--- src/rtl/bsg_fpu_pkg.sv ---
// Shared FPU definitions: rounding modes and packed-word constants derived from
// the exponent/fraction widths.
package bsg_fpu_pkg;

  typedef enum logic [1:0] {
    RM_RNE = 2'd0,
    RM_RTZ = 2'd1,
    RM_RDN = 2'd2,
    RM_RUP = 2'd3
  } rm_e;

  // Constants are built wide and sliced by the user to the actual word width.
  localparam int unsigned FpMaxW = 64;

  // Quiet NaN magnitude: exponent all ones, fraction MSB set.
  function automatic logic [FpMaxW-1:0] canon_nan(input int unsigned e, input int unsigned m);
    logic [FpMaxW-1:0] r;
    r = ((FpMaxW'(1) << e) - FpMaxW'(1)) << m;
    r = r | (FpMaxW'(1) << (m - 1));
    return r;
  endfunction

  // Largest finite magnitude: exponent all ones except LSB, fraction all ones.
  function automatic logic [FpMaxW-1:0] max_finite(input int unsigned e, input int unsigned m);
    logic [FpMaxW-1:0] r;
    r = (FpMaxW'(1) << (e + m)) - FpMaxW'(1);
    r = r & ~(FpMaxW'(1) << m);
    return r;
  endfunction

endpackage

--- src/rtl/bsg_fpu_rshift_sticky.sv ---
// Logical right shift that also reports whether any set bit was shifted out.
module bsg_fpu_rshift_sticky #(
  parameter int unsigned width_p     = 26,
  parameter int unsigned amt_width_p = 10
) (
  input  logic [width_p-1:0]     data_i,
  input  logic [amt_width_p-1:0] amt_i,
  output logic [width_p-1:0]     data_o,
  output logic                   sticky_o
);

  logic [width_p-1:0] lost_mask;

  always_comb begin
    lost_mask = ~({width_p{1'b1}} << amt_i);
    if (32'(amt_i) >= width_p) begin
      data_o   = '0;
      sticky_o = |data_i;
    end else begin
      data_o   = data_i >> amt_i;
      sticky_o = |(data_i & lost_mask);
    end
  end

endmodule

--- src/rtl/bsg_fpu_pack_round.sv ---
// Denormalize, round and pack an unpacked FPU result into an IEEE-754 word.
// Two-stage elastic pipeline: valid/ready in, valid/yumi out.
module bsg_fpu_pack_round
  import bsg_fpu_pkg::*;
#(
  parameter int unsigned e_p = 8,
  parameter int unsigned m_p = 23
) (
  input  logic             clk_i,
  input  logic             reset_n_i,
  input  logic             v_i,
  output logic             ready_o,
  input  logic             sign_i,
  input  logic [e_p+1:0]   exp_i,
  input  logic [m_p+2:0]   man_i,
  input  logic [1:0]       rm_i,
  input  logic             nan_i,
  input  logic             infty_i,
  input  logic             zero_i,
  output logic             v_o,
  input  logic             yumi_i,
  output logic [e_p+m_p:0] z_o,
  output logic             of_o,
  output logic             uf_o,
  output logic             nx_o
);

  localparam int unsigned ManW  = m_p + 3;
  localparam int unsigned ExpW  = e_p + 2;
  localparam int unsigned MagW  = e_p + m_p;
  localparam int unsigned WordW = MagW + 1;
  localparam logic [FpMaxW-1:0] NanWide = canon_nan(e_p, m_p);
  localparam logic [FpMaxW-1:0] MaxWide = max_finite(e_p, m_p);
  localparam logic [WordW-1:0]  NanWord = NanWide[WordW-1:0];
  localparam logic [MagW-1:0]   MaxMag  = MaxWide[MagW-1:0];
  localparam logic [ExpW-1:0]   ExpOvf  = ExpW'((1 << e_p) - 1);

  // Handshake
  logic s1_v_q, s1_v_d, s2_v_q, s2_v_d;
  logic s2_ready, s1_load, s2_load;

  assign s2_ready = ~s2_v_q | yumi_i;
  assign ready_o  = ~s1_v_q | s2_ready;
  assign s1_load  = v_i & ready_o;
  assign s2_load  = s1_v_q & s2_ready;
  assign v_o      = s2_v_q;

  always_comb begin
    s1_v_d = ready_o  ? v_i    : s1_v_q;
    s2_v_d = s2_ready ? s1_v_q : s2_v_q;
  end

  // Stage 1: denormalize
  logic            tiny_d, pre_of_d, lost;
  logic [ExpW-1:0] shamt;
  logic [ManW-1:0] man_sh;
  logic [e_p-1:0]  e_d;

  assign tiny_d   = exp_i[ExpW-1] | (exp_i == '0);
  assign pre_of_d = ~exp_i[ExpW-1] & (exp_i >= ExpOvf);
  assign shamt    = tiny_d ? (ExpW'(1) - exp_i) : '0;

  bsg_fpu_rshift_sticky #(
    .width_p    (ManW),
    .amt_width_p(ExpW)
  ) u_denorm (
    .data_i  (man_i),
    .amt_i   (shamt),
    .data_o  (man_sh),
    .sticky_o(lost)
  );

  // A tiny input always shifts by at least one, so the shifted hidden bit is
  // zero and doubles as the denormal exponent field.
  assign e_d = tiny_d ? {{(e_p-1){1'b0}}, man_sh[ManW-1]} : exp_i[e_p-1:0];

  logic           s1_sign_q, s1_g_q, s1_s_q, s1_tiny_q, s1_pre_of_q;
  logic           s1_nan_q, s1_infty_q, s1_zero_q;
  logic [e_p-1:0] s1_e_q;
  logic [m_p-1:0] s1_frac_q;
  rm_e            s1_rm_q;

  always_ff @(posedge clk_i or negedge reset_n_i) begin
    if (!reset_n_i) begin
      s1_v_q      <= 1'b0;
      s1_sign_q   <= 1'b0;
      s1_e_q      <= '0;
      s1_frac_q   <= '0;
      s1_g_q      <= 1'b0;
      s1_s_q      <= 1'b0;
      s1_tiny_q   <= 1'b0;
      s1_pre_of_q <= 1'b0;
      s1_rm_q     <= RM_RNE;
      s1_nan_q    <= 1'b0;
      s1_infty_q  <= 1'b0;
      s1_zero_q   <= 1'b0;
    end else begin
      s1_v_q <= s1_v_d;
      if (s1_load) begin
        s1_sign_q   <= sign_i;
        s1_e_q      <= e_d;
        s1_frac_q   <= man_sh[ManW-2:2];
        s1_g_q      <= man_sh[1];
        s1_s_q      <= man_sh[0] | lost;
        s1_tiny_q   <= tiny_d;
        s1_pre_of_q <= pre_of_d;
        s1_rm_q     <= rm_e'(rm_i);
        s1_nan_q    <= nan_i;
        s1_infty_q  <= infty_i;
        s1_zero_q   <= zero_i;
      end
    end
  end

  // Stage 2: round and pack
  logic             inc, inexact, ovf, ovf_inf;
  logic [MagW:0]    sum;
  logic [e_p-1:0]   e_rnd;
  logic [WordW-1:0] z_d;
  logic             of_d, uf_d, nx_d;

  always_comb begin
    inexact = s1_g_q | s1_s_q;
    inc     = 1'b0;
    case (s1_rm_q)
      RM_RNE: inc = s1_g_q & (s1_s_q | s1_frac_q[0]);
      RM_RTZ: inc = 1'b0;
      RM_RDN: inc = s1_sign_q & inexact;
      RM_RUP: inc = ~s1_sign_q & inexact;
      default: inc = 1'b0;
    endcase
    // Carry out of the fraction ripples into the exponent field.
    sum     = {1'b0, s1_e_q, s1_frac_q} + (MagW+1)'(inc);
    e_rnd   = sum[MagW-1:m_p];
    ovf     = s1_pre_of_q | sum[MagW] | (&e_rnd);
    ovf_inf = (s1_rm_q == RM_RNE) | ((s1_rm_q == RM_RDN) & s1_sign_q)
            | ((s1_rm_q == RM_RUP) & ~s1_sign_q);

    z_d  = {s1_sign_q, sum[MagW-1:0]};
    of_d = 1'b0;
    uf_d = s1_tiny_q & inexact;
    nx_d = inexact;
    if (s1_nan_q) begin
      z_d  = NanWord;
      uf_d = 1'b0;
      nx_d = 1'b0;
    end else if (s1_infty_q) begin
      z_d  = {s1_sign_q, {e_p{1'b1}}, {m_p{1'b0}}};
      uf_d = 1'b0;
      nx_d = 1'b0;
    end else if (s1_zero_q) begin
      z_d  = {s1_sign_q, {MagW{1'b0}}};
      uf_d = 1'b0;
      nx_d = 1'b0;
    end else if (ovf) begin
      z_d  = ovf_inf ? {s1_sign_q, {e_p{1'b1}}, {m_p{1'b0}}} : {s1_sign_q, MaxMag};
      of_d = 1'b1;
      nx_d = 1'b1;
    end
  end

  logic [WordW-1:0] z_q;
  logic             of_q, uf_q, nx_q;

  always_ff @(posedge clk_i or negedge reset_n_i) begin
    if (!reset_n_i) begin
      s2_v_q <= 1'b0;
      z_q    <= '0;
      of_q   <= 1'b0;
      uf_q   <= 1'b0;
      nx_q   <= 1'b0;
    end else begin
      s2_v_q <= s2_v_d;
      if (s2_load) begin
        z_q  <= z_d;
        of_q <= of_d;
        uf_q <= uf_d;
        nx_q <= nx_d;
      end
    end
  end

  assign z_o  = z_q;
  assign of_o = of_q;
  assign uf_o = uf_q;
  assign nx_o = nx_q;

endmodule

--- config.mk ---
export PLATFORM = sky130hd
export DESIGN_NAME = bsg_fpu_pack_round
export DESIGN_NICKNAME = d
export VERILOG_FILES = /design/src/rtl/bsg_fpu_pkg.sv /design/src/rtl/bsg_fpu_rshift_sticky.sv /design/src/rtl/bsg_fpu_pack_round.sv
export SDC_FILE = /design/constraint.sdc
export NUM_CORES = 1
export LEC_CHECK = 0
export BUFFER_PORTS_ARGS = -buffer_cell sky130_fd_sc_hd__buf_2
export CORE_MARGIN = 5
export CORE_UTILIZATION = 35
export CTS_CLUSTER_SIZE = 40
export DETAILED_ROUTE_END_ITERATION = 10
export GPL_ROUTABILITY_DRIVEN = 0
export REMOVE_ABC_BUFFERS = 1
export SLEW_MARGIN = 20
export SYNTH_ARGS = -nofsm -noshare
export SYNTH_HDL_FRONTEND = slang
export SYNTH_SLANG_ARGS = --single-unit
--- constraint.sdc ---
create_clock -name clk_i -period 3.2 [get_ports clk_i]
set_clock_uncertainty 0.2 [all_clocks]
set_input_delay 0.96 -clock clk_i [delete_from_list [all_inputs] [get_ports clk_i]]
set_output_delay 0.96 -clock clk_i [all_outputs]
set_load 0.005 [all_outputs]
==> results of run 1 <==
==> metrics by stage <==
step                      instance area [sq um]  cells
after floorplan                            5942    734
after global placement                     7833   1189
after detailed placement                   7833   1189
after CTS                                  8493   1215
after global routing                       8820   1219
final                                      8820   1219
==> synth_stat cells (8+ instances only) <==
| cell | instances |
|---|---|
| nor2_1 | 41 |
| clkbuf_1 | 52 |
| nand4_1 | 12 |
| nor4_1 | 8 |
| xor2_1 | 13 |
| inv_1 | 11 |
| nand2b_1 | 8 |
| o31ai_1 | 13 |
| o21ai_0 | 72 |
| a21oi_1 | 55 |
| a31oi_1 | 8 |
| o211ai_1 | 8 |
| nor3_1 | 21 |
| nand3_1 | 30 |
| a211oi_1 | 22 |
| mux2i_1 | 44 |
| and3_1 | 12 |
| nand2_1 | 132 |
| o22ai_1 | 8 |
| dfrtp_1 | 78 |
| xnor2_1 | 20 |
| a22o_1 | 8 |
==> path summary, 6_finish.rpt <==
kind	end	cells after the start
setup reg to reg	z_o[22]	16
min in group asynchronous	z_o[25]	1
hold reg to reg	z_o[31]	2
hold / removal	z_o[31]	2
setup / recovery	z_o[22]	16
max in group asynchronous	s1_frac_q[8]	2
==> metal layers <==
layer	track usage	routed length (um)
met2	0.3267	9836
met5	0	0
met3	0.02713	1459
met1	0.2997	10040
met4	0.07604	608
==> cell type report <==
class                           instances  area [sq um]
Fill cell                            1670          8537
Multi-Input combinational cell        645          4497
Sequential cell                        78          1952
Timing Repair Buffer                  246          1792
Tap cell                              225         281.5
Clock buffer                           12         246.5
Inverter                               11         41.29
Clock inverter                          2         10.01
==> what timing repair did <==
action,4_1_cts,5_1_grt
hold buffers,0,0
endpoints found under the setup margin,48,49
gates resized for setup,93,63
gates cloned,2,1
setup buffers,10,4
pin swaps,21,42
==> cell usage in the layout, fill, tap and decap left out, types with 12 or more instances in the layout <==
cell	Yosys	layout
o21ai_0	72	41
mux2i_1	44	41
xor2_1	13	12
nand2_1	132	129
dfrtp_1	78	78
a21oi_1	55	43
buf_2	5	77
o21ai_1	2	31
buf_4	0	146
nor3_1	21	21
nor2_1	41	36
nand3_1	30	26
nand4_1	12	12
buf_6	2	16
xnor2_1	20	18
and3_1	12	12
==> sequential cells by signal, indices dropped and copies added, names as in the netlist <==
register     flops
of_o             1
s1_nan_q         1
s1_infty_q       1
s1_e_q           8
s1_zero_q        1
s1_v_q           1
s1_g_q           1
nx_o             1
s1_frac_q       23
s1_rm_q          2
s1_s_q           1
uf_o             1
s1_pre_of_q      1
v_o              1
s1_sign_q        1
s1_tiny_q        1
z_o             32
==> cells by family after synthesis <==
kind of cell,share of synthesized area
multiplexers,0.07095
AO/OA/AOI/OAI,0.2701
adder cells (fa/ha/maj),0.008063
AND/OR/NAND/NOR,0.2405
buffers and inverters,0.04938
flip-flops,0.3145
XOR/XNOR,0.04656
==> where the power goes <==
part	internal [uW]	leakage, uW	total (uW)	switching [uW]
clock network	535	0.000128	898	363
logic	563	0.00279	1210	646
registers	1120	0.00100	1250	133
total	2220	0.00393	3360	1140
==> worst max-delay path, cell delays in order, from the launching register on <==
cell and delay (ns):
dfrtp_1 0.39, and2_4 0.17, ha_4 0.24, nor2b_4 0.13, a21oi_2 0.04, o22ai_2 0.20, ha_2 0.24, ha_4 0.14
nand2_2 0.05, nor2_1 0.11, buf_4 0.17, and2_4 0.17, a31oi_4 0.09, nor4_4 0.51, buf_6 0.21, a211oi_2 0.06
o31ai_1 0.18
==> flow_summary_export.csv, run 1 <==
group,metric,value,unit
critical_path,critical_path_class,"register to register",
sta,max_freq,294.6,MHz
global_route,grt_pass1_vias,6580,
detailed_routing,vias,6919,
sta,slew_headroom,0.5999,
floorplan,start_util,0.3576,
global_route,grt.total_usage,0.2102,
synthesis,yosys.area.top_type,"dfrtp_1",
sta,hold_violations,0,
clock_tree,clk_pin_slew_worst_paths,0.06,ns
pwr,p_per_area,380.9,mW/mm^2
clock_tree,cts_tree,"yes",
synthesis,ys_types,72,
synthesis,synthArstFlopShare,1.000,
critical_path,cp-end-kind,"register",
synthesis,syn_area,0.006207,sq mm
sta,timing.final.crit_share,1.061,
run,cap_violations,0,
synthesis,synth_ff_type,"dfrtp_1",
detailed_routing,drt_iter0_drc,456,
sta,fin_ws,-0.1949,ns
global_route,grt_max_degree,57,
sta,tightest_slew,0.5984,ns
clock_tree,cts.sinks,78,
floorplan,placementRows,48,
clock_tree,cts_max_level,3,
outcome,violations,"negative setup slack",
clock_tree,clockBufferDepth,2,
synthesis,syn-mean-instance-area,7.769,sq um
finish,drive_gt1_frac,0.3581,
critical_path,cp.arrival,3.44,ns
critical_path,critical_path.max_fanout,6,
pwr,ir_drop,0.2751,mV
synthesis,synth.top_cells.by_area,"dfrtp_1 31%, nand2_1 8.0%, mux2i_1 7.1%, o21ai_0 5.8%, a21oi_1 4.4%",
sta,tns,-4.020,ns
hold_path,hold_path_class,"register to register",
floorplan,dieWidth,143.2,um
critical_path,worstPathRequired,3.24,ns
detailed_routing,via_per_inst,5.676,
sta,period_minus_slack,3.395,ns
sta,drv_slew,0,
outcome,status,"complete, but fails checks",
pwr,power.total,3359,uW
detailed_routing,wl_per_cell,18.00,um
placed_design,io_buffers,82,
detailed_routing,drt-total-wl,21940,um
detailed_routing,final_antenna_net_count,0,
floorplan,ioPinCount,83,
global_route,antenna_found_initial,0,
floorplan,die_y,143.2,um
hold_path,holdCritStartpoint,"z_o[31]",
critical_path,cp-startpoint,"s1_rm_q[1]",
critical_path,r2r_setup_slack,-0.19,ns
synthesis,yosysWarnings,0,
floorplan,coreArea,0.01736,sq mm
synthesis,synth_top_cell_area_share,0.3145,
finish,final_util,0.5081,
critical_path,start_kind,"register",
global_route,grt_pass1_wl,34910,um
synthesis,ys_ff_latch,78,
synthesis,synth_edf_count,0,
finish,final_nets,1041,
clock_tree,clock_latency,0.33,ns
synthesis,synth_cells,799,
sta,finalSetupViolCount,27,
clock_tree,cts_buffers,9,
sta,hold-worst-slack,0.2733,ns
detailed_routing,drc,0,
finish,area_delta_synth_final,42.09,%
pwr,power.leakage,0.003925,uW
placed_design,pre_cts_ws,-0.5539,ns
critical_path,rr_startpoint,"s1_rm_q[1]",
finish,num_antenna_cells,0,
placed_design,dp_hpwl,16650,um
clock_tree,root_buffer,"clkbuf_16",
sta,rsz0062_at_grt,"yes",
synthesis,yosysSeqAreaShare,0.3145,
floorplan,dieArea,0.02050,sq mm
global_route,grt_overflow,0,
detailed_routing,first_pass_iters,5,
Note: power is estimated with default switching activity, not from simulation.
==> run 2, diff against run 1 <==
- SKIP_LAST_GASP: not set -> 1
==> flow_summary_export.csv, run 2 (same netlist as run 1, synthesis figures left out) <==
group,metric,value,unit
outcome,status,"complete, but fails checks",
outcome,violations,"negative setup slack",
hold_path,holdCritStartpoint,"z_o[7]",
pwr,ir_drop,0.2711,mV
sta,max_freq,291.4,MHz
placed_design,placedInstanceArea,0.007833,sq mm
clock_tree,clk_pin_slew_worst_paths,0.06,ns
critical_path,cp-end-kind,"register",
finish,final_cell_mix,"151 x buf_4, 129 x nand2_1, 80 x buf_2",
finish,final_common_cell,"buf_4",
detailed_routing,via_per_inst,5.673,
clock_tree,cts_buffers,9,
detailed_routing,first_pass_iters,6,
global_route,grt.total_usage,0.2102,
floorplan,dieArea,0.02050,sq mm
critical_path,worstPathRequired,3.20,ns
hold_path,hold_end,"z_o[7]",
finish,num_antenna_cells,0,
detailed_routing,wl_met1,9790,um
critical_path,start_kind,"register",
floorplan,placementRows,48,
placed_design,dpl.cell_count,1189,
clock_tree,postCtsHoldBufs,0,
hold_path,worst_hold_path.num_cells,2,
floorplan,dieWidth,143.2,um
global_route,grt_pass1_wl,34900,um
hold_path,hold_path_class,"register to register",
finish,largest_reg_flops,32,
global_route,antenna_found_initial,0,
detailed_routing,dr_wl_met3,1586,um
clock_tree,clock_latency,0.33,ns
floorplan,coreArea,0.01736,sq mm
detailed_routing,vias,6921,
sta,finalSetupViolCount,28,
finish,final_util,0.5059,
pwr,power.leakage,0.003915,uW
critical_path,critical_path.max_fanout,6,
sta,tightest_slew,0.4518,ns
floorplan,die_y,143.2,um
clock_tree,cts_tree,"yes",
detailed_routing,final_antenna_net_count,0,
detailed_routing,route.met2.wl,9876,um
critical_path,cp.arrival,3.43,ns
detailed_routing,drt-total-wl,21900,um
clock_tree,clockBufferDepth,2,
clock_tree,cts_max_level,3,
pwr,p_per_area,379.7,mW/mm^2
global_route,grt_max_degree,57,
sta,timing.final.crit_share,1.072,
finish,drive_gt1_frac,0.3528,
sta,slew_headroom,0.6988,
run,cap_violations,0,
detailed_routing,wl_per_cell,17.95,um
sta,tns,-4.411,ns
finish,fillers,1673,
critical_path,r2r_cells,16,
finish,area_delta_synth_final,41.46,%
detailed_routing,drc,0,
clock_tree,cts.sinks,78,
sta,fin_ws,-0.2315,ns
sta,hold_violations,0,
global_route,grt_overflow,0,
sta,drv_slew,0,
sta,period_minus_slack,3.432,ns
critical_path,r2r_setup_slack,-0.23,ns
global_route,grt_pass1_vias,6580,
finish,final_nets,1042,
placed_design,dp_hpwl,16650,um
placed_design,io_buffers,82,
critical_path,critical_path_class,"register to register",
detailed_routing,drt_iter0_drc,508,
sta,rsz0062_at_grt,"yes",
clock_tree,root_buffer,"clkbuf_16",
critical_path,rr_startpoint,"s1_rm_q[1]",
finish,stdcell_area,0.008781,sq mm
critical_path,r2r_end,"z_o[18]",
detailed_routing,top_layer_used,"met4",
finish,final_cell_count_no_fill,1220,
floorplan,ioPinCount,83,
floorplan,start_util,0.3576,
run 2: cell types whose count changed in the layout (fill, tap and decap cells not counted), sizes merged:
cell,change
buf,+1
run 2: layout make-up:
cell class              count  area (sq um)  share of cell area
multi-input cells         645          4484              0.5107
flip-flops and latches     78          1952              0.2223
repair buffers            247          1765              0.2011
well taps                 225         281.5             0.03206
clock buffers              12         246.5             0.02807
inverters                  11         41.29            0.004702
clock inverters             2         10.01            0.001140
run 2: layer usage:
metal  global-route usage  vias up
li1                     -     3349
met1               0.2997     3216
met2               0.3264      303
met3              0.02713       53
met4              0.07604        0
met5                    0        -
run 2: through the flow:
stage	setup WS [ns]	power [uW]	hold slack (ns)
floorplan	-1.473	1766	0.2436
global placement	-0.5322	2306	0.2582
detailed placement	-0.5539	2318	0.2649
CTS	-0.1832	3285	0.2774
global route	-0.3901	3532	0.2945
finish	-0.2315	3334	0.2721
run 2: where the power goes:
group / internal (uW) / switching (uW) / total (uW)
Clock: 535 / 360 / 894
Combinational: 552 / 636 / 1190
Sequential: 1120 / 133 / 1250
run 2: worst max-delay path, cell delays in order, from the launching register on:
cell and delay [ns]:
dfrtp_1 0.38, and2_4 0.17, ha_4 0.25, nor2b_4 0.13, a21oi_2 0.04, o22ai_2 0.20, ha_2 0.24, ha_4 0.14
nand2_2 0.05, nor2_1 0.11, buf_4 0.18, o211ai_1 0.11, a221oi_2 0.38, nor4_4 0.13, buf_4 0.19, a211oi_1 0.28
o21ai_0 0.12
run 2: worst max path at each step:
stage | from | end
6_report | s1_rm_q[1] | z_o[18]
4_1_cts | s1_rm_q[0] | z_o[22]
5_1_grt | s1_rm_q[1] | z_o[10]
2_1_floorplan | s1_rm_q[0] | z_o[0]
3_3_place_gp | exp_i[5] | s1_s_q
3_5_place_dp | exp_i[5] | s1_s_q
run 2: what timing repair did:
action	4_1_cts	5_1_grt
endpoints found under the hold margin	0	0
gates cloned	2	1
pin swaps	21	28
gates resized for setup	73	55
setup endpoints to repair	48	49
buffers inserted	10	4
==> run 3, diff against run 2 <==
- CORE_UTILIZATION: 35 -> 40
==> flow_summary_export.csv, run 3 (same netlist as run 1, synthesis figures left out) <==
group,metric,value,unit
clock_tree,clock_latency,0.33,ns
critical_path,path_cells,"and2_4 > ha_4 > nor2b_4 > a21oi_2 > o22ai_2 > ha_2 > ha_4 > nand2_2 > nor2_2 > buf_6 > o211ai_1 > a221oi_2 > nor4_4 > buf_12 > a211oi_1 > o21ai_0",
sta,hold_violations,0,
critical_path,cp_top_family,"compound AO/OA/AOI/OAI gates",
floorplan,dieWidth,134.6,um
critical_path,start_kind,"register",
critical_path,cpPeakStageDelay,0.38,ns
sta,tightest_slew,0.5344,ns
critical_path,r2r_setup_slack,-0.12,ns
clock_tree,clk_pin_slew_worst_paths,0.06,ns
finish,final_common_cell,"buf_4",
critical_path,slowest_stage,"dfrtp_1",
global_route,antenna_found_initial,0,
global_route,grt_pass1_wl,34530,um
detailed_routing,via_per_inst,5.808,
critical_path,critical_path.max_fanout,22,
placed_design,dp_hpwl,16400,um
hold_path,worst_hold_path.num_cells,2,
sta,rsz0062_at_grt,"yes",
sta,drv_slew,0,
critical_path,cp_common_cell,"ha_4",
critical_path,critical_path_class,"register to register",
clock_tree,cts_max_level,3,
finish,num_antenna_cells,0,
placed_design,dpl.cell_count,1162,
placed_design,pre_cts_ws,-0.6067,ns
clock_tree,cts.sinks,78,
detailed_routing,drt-total-wl,21610,um
finish,final_cell_count_no_fill,1190,
critical_path,r2r_end,"z_o[17]",
detailed_routing,final_antenna_net_count,0,
detailed_routing,wl_per_cell,18.16,um
floorplan,placementRows,45,
detailed_routing,drc,0,
floorplan,ioPinCount,83,
clock_tree,clockBufferDepth,2,
hold_path,hold_path_class,"register to register",
clock_tree,cts_buffers,9,
sta,period_minus_slack,3.324,ns
critical_path,worstPathRequired,3.21,ns
clock_tree,postCtsHoldBufs,0,
floorplan,dieArea,0.01811,sq mm
global_route,grt_overflow,0,
clock_tree,cts_tree,"yes",
outcome,status,"complete, but fails checks",
finish,final_cell_mix,"152 x buf_4, 129 x nand2_1, 78 x buf_2, 78 x dfrtp_1, 62 x o21ai_0",
critical_path,crit_buf_inv,2,
finish,area_delta_synth_final,41.28,%
pwr,ir_drop,0.2428,mV
detailed_routing,first_pass_iters,4,
critical_path,cp.arrival,3.33,ns
outcome,violations,"negative setup slack",
global_route,grt_pass1_vias,6668,
floorplan,coreArea,0.01520,sq mm
global_route,grt.total_usage,0.2338,
detailed_routing,drt_iter0_drc,406,
critical_path,rr_startpoint,"s1_rm_q[0]",
finish,fillers,1436,
sta,max_freq,300.9,MHz
finish,drive_gt1_frac,0.3543,
sta,timing.final.crit_share,1.039,
clock_tree,root_buffer,"clkbuf_16",
global_route,grt_max_degree,43,
hold_path,holdCritStartpoint,"z_o[31]",
run,cap_violations,0,
pwr,p_per_area,390.5,mW/mm^2
hold_path,hold_end,"z_o[31]",
critical_path,r2r_cells,16,
floorplan,start_util,0.4083,
finish,largest_reg_flops,32,
pwr,power.leakage,0.003938,uW
finish,final_nets,1047,
placed_design,io_buffers,82,
detailed_routing,vias,6911,
sta,fin_ws,-0.1235,ns
critical_path,cp-end-kind,"register",
floorplan,die_y,134.6,um
sta,slew_headroom,0.6437,
sta,finalSetupViolCount,27,
==> run 3: how the worst max path moves through the flow <==
stage                     from      end  cells past startpoint
floorplan           s1_rm_q[0]   z_o[0]                     13
global placement      exp_i[5]   s1_s_q                      8
detailed placement    exp_i[5]   s1_s_q                      9
CTS                 s1_rm_q[0]   z_o[5]                     16
global route        s1_rm_q[0]  z_o[21]                     15
finish              s1_rm_q[0]  z_o[17]                     16
==> run 3: per-stage QoR <==
stage | utilization | total power [uW] | instance area (sq um) | hold WS, ns | setup TNS, ns
5_1_grt | 0.5769 | 3617 | 8770 | 0.2919 | -8.449
3_3_place_gp | 0.5179 | 2306 | 7874 | 0.2554 | -19.47
4_1_cts | 0.5560 | 3361 | 8453 | 0.2745 | -2.099
2_1_floorplan | - | 1766 | 5942 | 0.2436 | -42.43
3_5_place_dp | 0.5179 | 2319 | 7874 | 0.2618 | -22.13
6_report | 0.5769 | 3425 | 8770 | 0.2692 | -2.146
==> run 3: layout make-up <==
class,count,area (sq um),share of cell area
multi-input cells,645,4410,0.5029
flip-flops and latches,78,1952,0.2226
clock inverters,7,65.06,0.007419
well taps,188,235.2,0.02682
repair buffers,252,1841,0.2099
clock buffers,9,225.2,0.02568
inverters,11,41.29,0.004708
==> run 3: power breakdown <==
group          internal [uW]  switching (uW)
clock network            597             391
registers               1120             130
logic                    556             632
==> run 3: timing repair <==
item                       CTS  global route
buffers inserted             6             4
setup endpoints to repair   53            49
pin swaps                   27            31
resized for setup           54            61
cloned                       2             0
hold endpoints to repair     0             0
==> run 3: per-layer routing <==
metal,share of wire,GRT usage
met1,0.45,0.3238
met2,0.46,0.3751
met3,0.061,0.03167
met4,0.028,0.08371
met5,0,0
==> run 3: worst register-to-register path: stages (launching register included) <==
cell and delay, ns:
dfrtp_1 0.38, and2_4 0.17, ha_4 0.21, nor2b_4 0.15
a21oi_2 0.05, o22ai_2 0.20, ha_2 0.26, ha_4 0.14
nand2_2 0.05, nor2_2 0.10, buf_6 0.14, o211ai_1 0.11
a221oi_2 0.37, nor4_4 0.12, buf_12 0.17, a211oi_1 0.27
o21ai_0 0.11
